$ cat src/rtl/uart_rx_pkg.sv
// Shared definitions for the UART receiver: FSM state encoding and oversampling constants.
package uart_rx_pkg;
  typedef enum logic [1:0] {
    IDLE  = 2'b00,
    START = 2'b01,
    DATA  = 2'b10,
    STOP  = 2'b11
  } rx_state_e;

  localparam int OVERSAMPLE = 16;
  localparam int MID_TICK   = 7;
endpackage

$ cat src/rtl/rx_sync2.sv
// Two-flop synchronizer for the asynchronous serial line; resets to the idle-high level.
module rx_sync2 (
  input  logic clk,
  input  logic rst,
  input  logic d,
  output logic q
);
  logic meta;

  always_ff @(posedge clk or negedge rst) begin
    if (!rst) begin
      meta <= 1'b1;
      q    <= 1'b1;
    end else begin
      meta <= d;
      q    <= meta;
    end
  end
endmodule

$ cat src/rtl/uart_rx.sv
// UART receiver with 16x oversampling: start detect, mid-bit LSB-first data capture,
// stop-bit check, registered one-cycle done pulse with word and framing-error flag.
module uart_rx
  import uart_rx_pkg::*;
#(
  parameter int D_BIT   = 8,
  parameter int SB_TICK = 16
) (
  input  logic             clk,
  input  logic             rst,
  input  logic             rx,
  input  logic             s_tick,
  output logic [D_BIT-1:0] dout,
  output logic             rx_done_tick,
  output logic             frame_err
);
  localparam int NW = (D_BIT > 1) ? $clog2(D_BIT) : 1;
  localparam logic [4:0]    S_MID  = 5'(MID_TICK);
  localparam logic [4:0]    S_BIT  = 5'(OVERSAMPLE - 1);
  localparam logic [4:0]    S_STOP = 5'(SB_TICK - 1);
  localparam logic [NW-1:0] N_LAST = NW'(D_BIT - 1);

  logic rx_s;

  rx_sync2 u_sync (
    .clk (clk),
    .rst (rst),
    .d   (rx),
    .q   (rx_s)
  );

  rx_state_e        state, state_n;
  logic [4:0]       s, s_n;
  logic [NW-1:0]    n, n_n;
  logic [D_BIT-1:0] b, b_n;
  logic             stop_s, stop_n;
  logic [D_BIT-1:0] dout_n;
  logic             fe_n, done_n;

  always_ff @(posedge clk or negedge rst) begin
    if (!rst) begin
      state        <= IDLE;
      s            <= '0;
      n            <= '0;
      b            <= '0;
      stop_s       <= 1'b0;
      dout         <= '0;
      frame_err    <= 1'b0;
      rx_done_tick <= 1'b0;
    end else begin
      state        <= state_n;
      s            <= s_n;
      n            <= n_n;
      b            <= b_n;
      stop_s       <= stop_n;
      dout         <= dout_n;
      frame_err    <= fe_n;
      rx_done_tick <= done_n;
    end
  end

  always_comb begin
    state_n = state;
    s_n     = s;
    n_n     = n;
    b_n     = b;
    stop_n  = stop_s;
    dout_n  = dout;
    fe_n    = frame_err;
    done_n  = 1'b0;
    case (state)
      // start detection is level based and runs every clk, not only on ticks
      IDLE: begin
        if (!rx_s) begin
          state_n = START;
          s_n     = '0;
        end
      end
      START: begin
        if (s_tick) begin
          if (s == S_MID) begin
            if (!rx_s) begin
              state_n = DATA;
              s_n     = '0;
              n_n     = '0;
            end else begin
              state_n = IDLE;
            end
          end else begin
            s_n = s + 5'd1;
          end
        end
      end
      DATA: begin
        if (s_tick) begin
          if (s == S_BIT) begin
            s_n = '0;
            b_n = {rx_s, b[D_BIT-1:1]};
            if (n == N_LAST) state_n = STOP;
            else             n_n     = n + 1'b1;
          end else begin
            s_n = s + 5'd1;
          end
        end
      end
      STOP: begin
        if (s_tick) begin
          if (s == S_STOP) begin
            state_n = IDLE;
            done_n  = 1'b1;
            dout_n  = b;
            fe_n    = ~stop_s;
          end else begin
            s_n = s + 5'd1;
            if (s == S_MID) stop_n = rx_s;
          end
        end
      end
      default: state_n = IDLE;
    endcase
  end
endmodule
$ cat config.mk
export PLATFORM = sky130hd
export DESIGN_NAME = uart_rx
export DESIGN_NICKNAME = d
export VERILOG_FILES = /design/src/rtl/uart_rx_pkg.sv /design/src/rtl/rx_sync2.sv /design/src/rtl/uart_rx.sv
export SDC_FILE = /design/constraint.sdc
export NUM_CORES = 1
export LEC_CHECK = 0
export BUFFER_PORTS_ARGS = -buffer_cell sky130_fd_sc_hd__buf_2
export CAP_MARGIN = 30
export CELL_PAD_IN_SITES_DETAIL_PLACEMENT = 0
export CELL_PAD_IN_SITES_GLOBAL_PLACEMENT = 1
export CORE_ASPECT_RATIO = 0.6
export CORE_UTILIZATION = 40
export DETAILED_ROUTE_END_ITERATION = 8
export PLACE_DENSITY = 0.72
export SKIP_LAST_GASP = 1
export SLEW_MARGIN = 10
export SYNTH_ARGS = -nofsm -noshare
export SYNTH_HDL_FRONTEND = slang
export SYNTH_SLANG_ARGS = --single-unit
$ cat constraint.sdc
create_clock -name clk -period 4.7 [get_ports clk]
set_input_delay 0.235 -clock clk [delete_from_list [all_inputs] [get_ports clk]]
set_output_delay 0.235 -clock clk [all_outputs]
set_load 0.05 [all_outputs]
Word level (Yosys, flattened, before mapping)
Index checks and enable logic that the tools add are counted.
{"block": "word_totals", "ff_bits": 31, "input_bits": 4, "out_inout_bits": 10, "wordCells": 67}
{"block": "classes", "n_addsub": 2, "n_eq_ne": 17, "muxes": 28, "bitwise_logic": 2, "reduce_logical": 8}
{"op": "$mux 5", "count": 7}
{"op": "$ne 2x2->1 const B", "count": 11}
{"op": "$pmux 5 s4", "count": 1}
{"op": "$mux 2", "count": 9}
{"op": "$mux 3", "count": 6}
{"op": "$pmux 2 s4", "count": 1}
{"op": "$reduce_and 4->1", "count": 2}
{"op": "$reduce_and 8->1", "count": 1}
{"op": "$reduce_and 7->1", "count": 1}
{"op": "$pmux 3 s2", "count": 1}
{"op": "$reduce_and 3->1", "count": 2}
{"op": "$add 5x1->5 const B", "count": 1}
{"op": "$eq 5x3->1 const B", "count": 1}
{"op": "$eq 5x4->1 const B", "count": 1}
{"op": "$eq 2x2->1 const B", "count": 2}
{"op": "$add 3x1->3 const B", "count": 1}
{"op": "$eq 3x3->1 const B", "count": 1}
{"op": "$mux 1", "count": 3}
{"op": "$eq 2x1->1 const B", "count": 1}
{"op": "$logic_not 2->1", "count": 1}
{"op": "$not 1->1", "count": 2}
{"op": "$reduce_bool 2->1", "count": 1}

Depth between registers and ports, before layout
{"block": "logic_depth", "depth_word": 5, "ltp_mapped": 7, "ltp_nobuf": 7}

Hierarchy
A second synthesis with hierarchy kept.
{"block": "unflattened", "hier_cells": 122, "hier_area_um2": 1412.6}
{"module": "uart_rx", "n_inst": 1, "cells_each": 120, "area_per_inst_um2": 1360.1, "seq_area_each_um2": 725.7}
{"module": "rx_sync2", "n_inst": 1, "cells_each": 2, "area_per_inst_um2": 52.6, "seq_area_each_um2": 52.6}

Least setup slack after synthesis
OpenSTA, ideal clock, no wires.
{"block": "synth_timing", "kind": "register to register", "start": "register s[0]", "end": "register s[2]", "setup_time_ns": 0.124, "t_arrival_ns": 1.941, "required_time_ns": 4.576, "path_slack_ns": 2.635, "stages_incl_launch_ff": 8, "path_buffers": 0, "synth_period_minus_slack_ns": 2.065, "cell_sequence": "dfrtp_1 ha_1 and3_2 ha_1 a21bo_1 a22oi_2 a21bo_1 a211o_1"}
{"block": "synth_via", "elab_chain_cells": 4, "word_cells_on_any_way": 12, "cone_classes": "add/sub (1); eq/ne (3); mux (7); reduce/logical (1)"}
{"item": "start: declaration", "line_no": "uart_rx.sv:33", "text": "logic [4:0] s, s_n;"}
{"item": "start signal: assignment", "line_no": "uart_rx.sv:52", "text": "s <= s_n;"}
{"item": "$add 5x1->5 (tied with other cells)", "line_no": "uart_rx.sv:90, uart_rx.sv:102, uart_rx.sv:114"}
{"item": "$mux 5, on equally long branches", "line_no": "uart_rx.sv:108, uart_rx.sv:81, uart_rx.sv:96"}
{"item": "$mux 5, on equally long branches", "line_no": "uart_rx.sv:107, uart_rx.sv:80, uart_rx.sv:95"}
{"item": "$pmux 5 s4", "line_no": "uart_rx.sv:71", "text": "case (state)"}
Several ways; a longest one is shown, not always the timed one. The select of a mux whose other input is x is not followed.
A chain may end at the register's enable or synchronous reset.

Worst setup path after layout
Ends and elaborated chain as after synthesis.

==> metrics.csv <==
metric,value,unit
PnR worst setup slack,2.499,ns
worst hold path type,in2async,
cts hold-fix bufs,0,
Final Cell Area,1670,µm²
Layout Nets,152,
cells after synthesis,127,
Vias/cell,4.947,
slew margin rel.,54.51,%
Synth area leader,dfrtp_1,
Worst-Skew Late Latency,0.28,ns
routed len/inst,13.39,µm
GPL Wtd Cong,0.7832,
DR vias,935,
vias in the first global route,927,
peak supply drop,194.4,µV
Synth area leaders,"dfrtp_1 50%, nand2_1 8.0%, mux2_1 7.0%, ha_1 4.3%, dfstp_2 3.6%",
GRT overflow,0,
clock buffer count from CTS,5,
endpoints failing hold,14,
Filler Cell Count,316,
Post-DP HPWL,1823,µm
I/O Pins,14,
Seq cells post-synth,31,
Die Y-Extent,48.72,µm
critical path class,reg2reg,
Clock Sinks,31,
failing checks,negative hold slack,
Unique masters post-synth,35,
asr flop ratio synth,100.0,%
Die X,79.87,µm
row cnt,16,
layout cell share with drive strength beyond 1,22.22,%
Critical Path Start Type,flop,
GRT Util Overall,15.79,%
Synth warnings,0,
ratio of final minimum period to clock period,46.84,%
FMAX,454.3,MHz
largest net degree at the start of global routing,32,
CTS tree,yes,
initial drt markers,73,
sequential share of the synthesized area,53.48,%
number of port buffers,13,
Synth Cell Area,1455,µm²
number of max-cap violations,0,
Setup WS pre-CTS,2.511,ns
post-CTS resize count,0,
Worst Path Required,4.86,ns
Fin Setup TNS,0,ns
CORE AREA,3363,µm²
top_reg_cell synth,dfrtp_1,
Synthesized Nets,136,
Max clock buf depth,2,
P per Cell Area,458.5,nW/µm²
Synth top cells by count,"31 x nand2_1, 29 x dfrtp_1, 9 x mux2_1",
# DRC,0,
number of flops mapped to enable cells by yosys,0,
area of the multi-input gates,626.9,µm²
PnR Total Power,765.8,µW
area added between synthesis and finish,14.79,%
initial antenna violation count,0,
Critical Path AT,2.36,ns
RSZ-0062 raised after global routing,false,
"Setup Fix Bufs, Post-CTS",0,
CP max-delay cell,dfrtp_1,
Post-Route WL,2530,µm
Root Driver,clkbuf_8,
Tmin final,2.201,ns
Post-DRT Antenna Nets,0,
Initial Util,43.27,%
DP Area,1553,µm²
Die Area,3891,µm²
syn avg cell area,11.46,µm²
Finish-stage setup viols,0,
Clock Skew,0.006947,ns
Worst-path clk slew,0.07,ns
top-count cell post-synth,nand2_1,
CP max FO,6,
outcome,"finished, violations left",
htree depth,2,
worst path cell trace,ha_1 -> and3_2 -> ha_1 -> a21bo_1 -> a22oi_2 -> a21bo_1 -> a211o_1,
storage element area,778.2,µm²
actual slew at the worst max-slew pin,0.6824,ns
n_diodes,0,
first-pass detailed-route iteration total,4,
Synth top area share,49.87,%
slack of the worst reg-to-reg path,2.50,ns
LEAKAGE,0.8889,nW
global-route wire length before repair,4526,µm
worst hold slack,-0.004291,ns
crit-path max cell delay,0.41,ns
"Slew Viols, Final",0,
Setup crit end kind,flop,
## critical path: cells and delay by family (launching register included)
family / cells / cell delay (ns)
flip-flops: 1 / 0.41
AND/OR/NAND/NOR: 1 / 0.23
adder cells (fa/ha/maj): 2 / 0.51
AO/OA/AOI/OAI: 4 / 0.93
## cell type report
cell class / count / area share (%)
sequential: 31 / 46.59
multi-input combinational: 85 / 37.53
clock buffer: 6 / 4.944
timing repair buffer: 13 / 3.895
tap: 45 / 3.371
clock inverter: 2 / 2.097
inverter: 7 / 1.573
## placed cells by master (no fill, tap or decap), types with 2 or more instances in the layout
cell type,count
nor2b_1,3
nor2_1,2
nand3_1,2
o21ai_1,3
clkbuf_8,6
mux2_1,9
buf_2,13
dfrtp_1,29
nand3_4,2
a21bo_1,2
inv_1,6
dfstp_2,2
o2bb2ai_1,2
ha_1,5
mux2i_1,3
nand2b_1,3
nor3b_1,3
nand2_1,31
## state kept, by name, summed over array words and instances (netlist names), 3 cells and up, named ones only
register  cells
n             3
dout          8
b             8
s             5
## kinds of logic after synthesis
family,count (synthesis),synth area share [%]
AND/OR/NAND/NOR,50,18.32
multiplexers,13,10.06
adder cells (fa/ha/maj),5,4.299
flip-flops,31,53.48
buffers and inverters,11,3.438
XOR/XNOR,1,0.6020
AO/OA/AOI/OAI,16,9.802
## through the flow
step	std cells	util, %
2_1_floorplan	127	-
3_3_place_gp	181	46.17
3_5_place_dp	181	46.17
4_1_cts	189	49.67
5_1_grt	189	49.67
6_report	189	49.67
## where the power goes
part / internal, mW / total [mW] / switching, mW / leakage, nW
registers: 0.306 / 0.354 / 0.0475 / 0.406
clock network: 0.171 / 0.268 / 0.0969 / 0.0612
logic: 0.0713 / 0.144 / 0.0725 / 0.421
## per-layer routing
metal	GRT usage [%]	routed length, µm
met5	0	0
met3	5.660	103
met2	21.51	1056
met1	23.81	1356
met4	3.571	13
## worst paths after layout
path	from	end	depth (start not counted)
min in group clk	rx	u_sync.meta	1
setup / recovery	s[0]	s[2]	7
hold / removal	rst	dout[6]	1
setup reg to reg	s[0]	s[2]	7
hold reg to reg	u_sync.meta	u_sync.q	0
max in group asynchronous	rst	n[0]	1
Power figures use the tool's default switching activity.
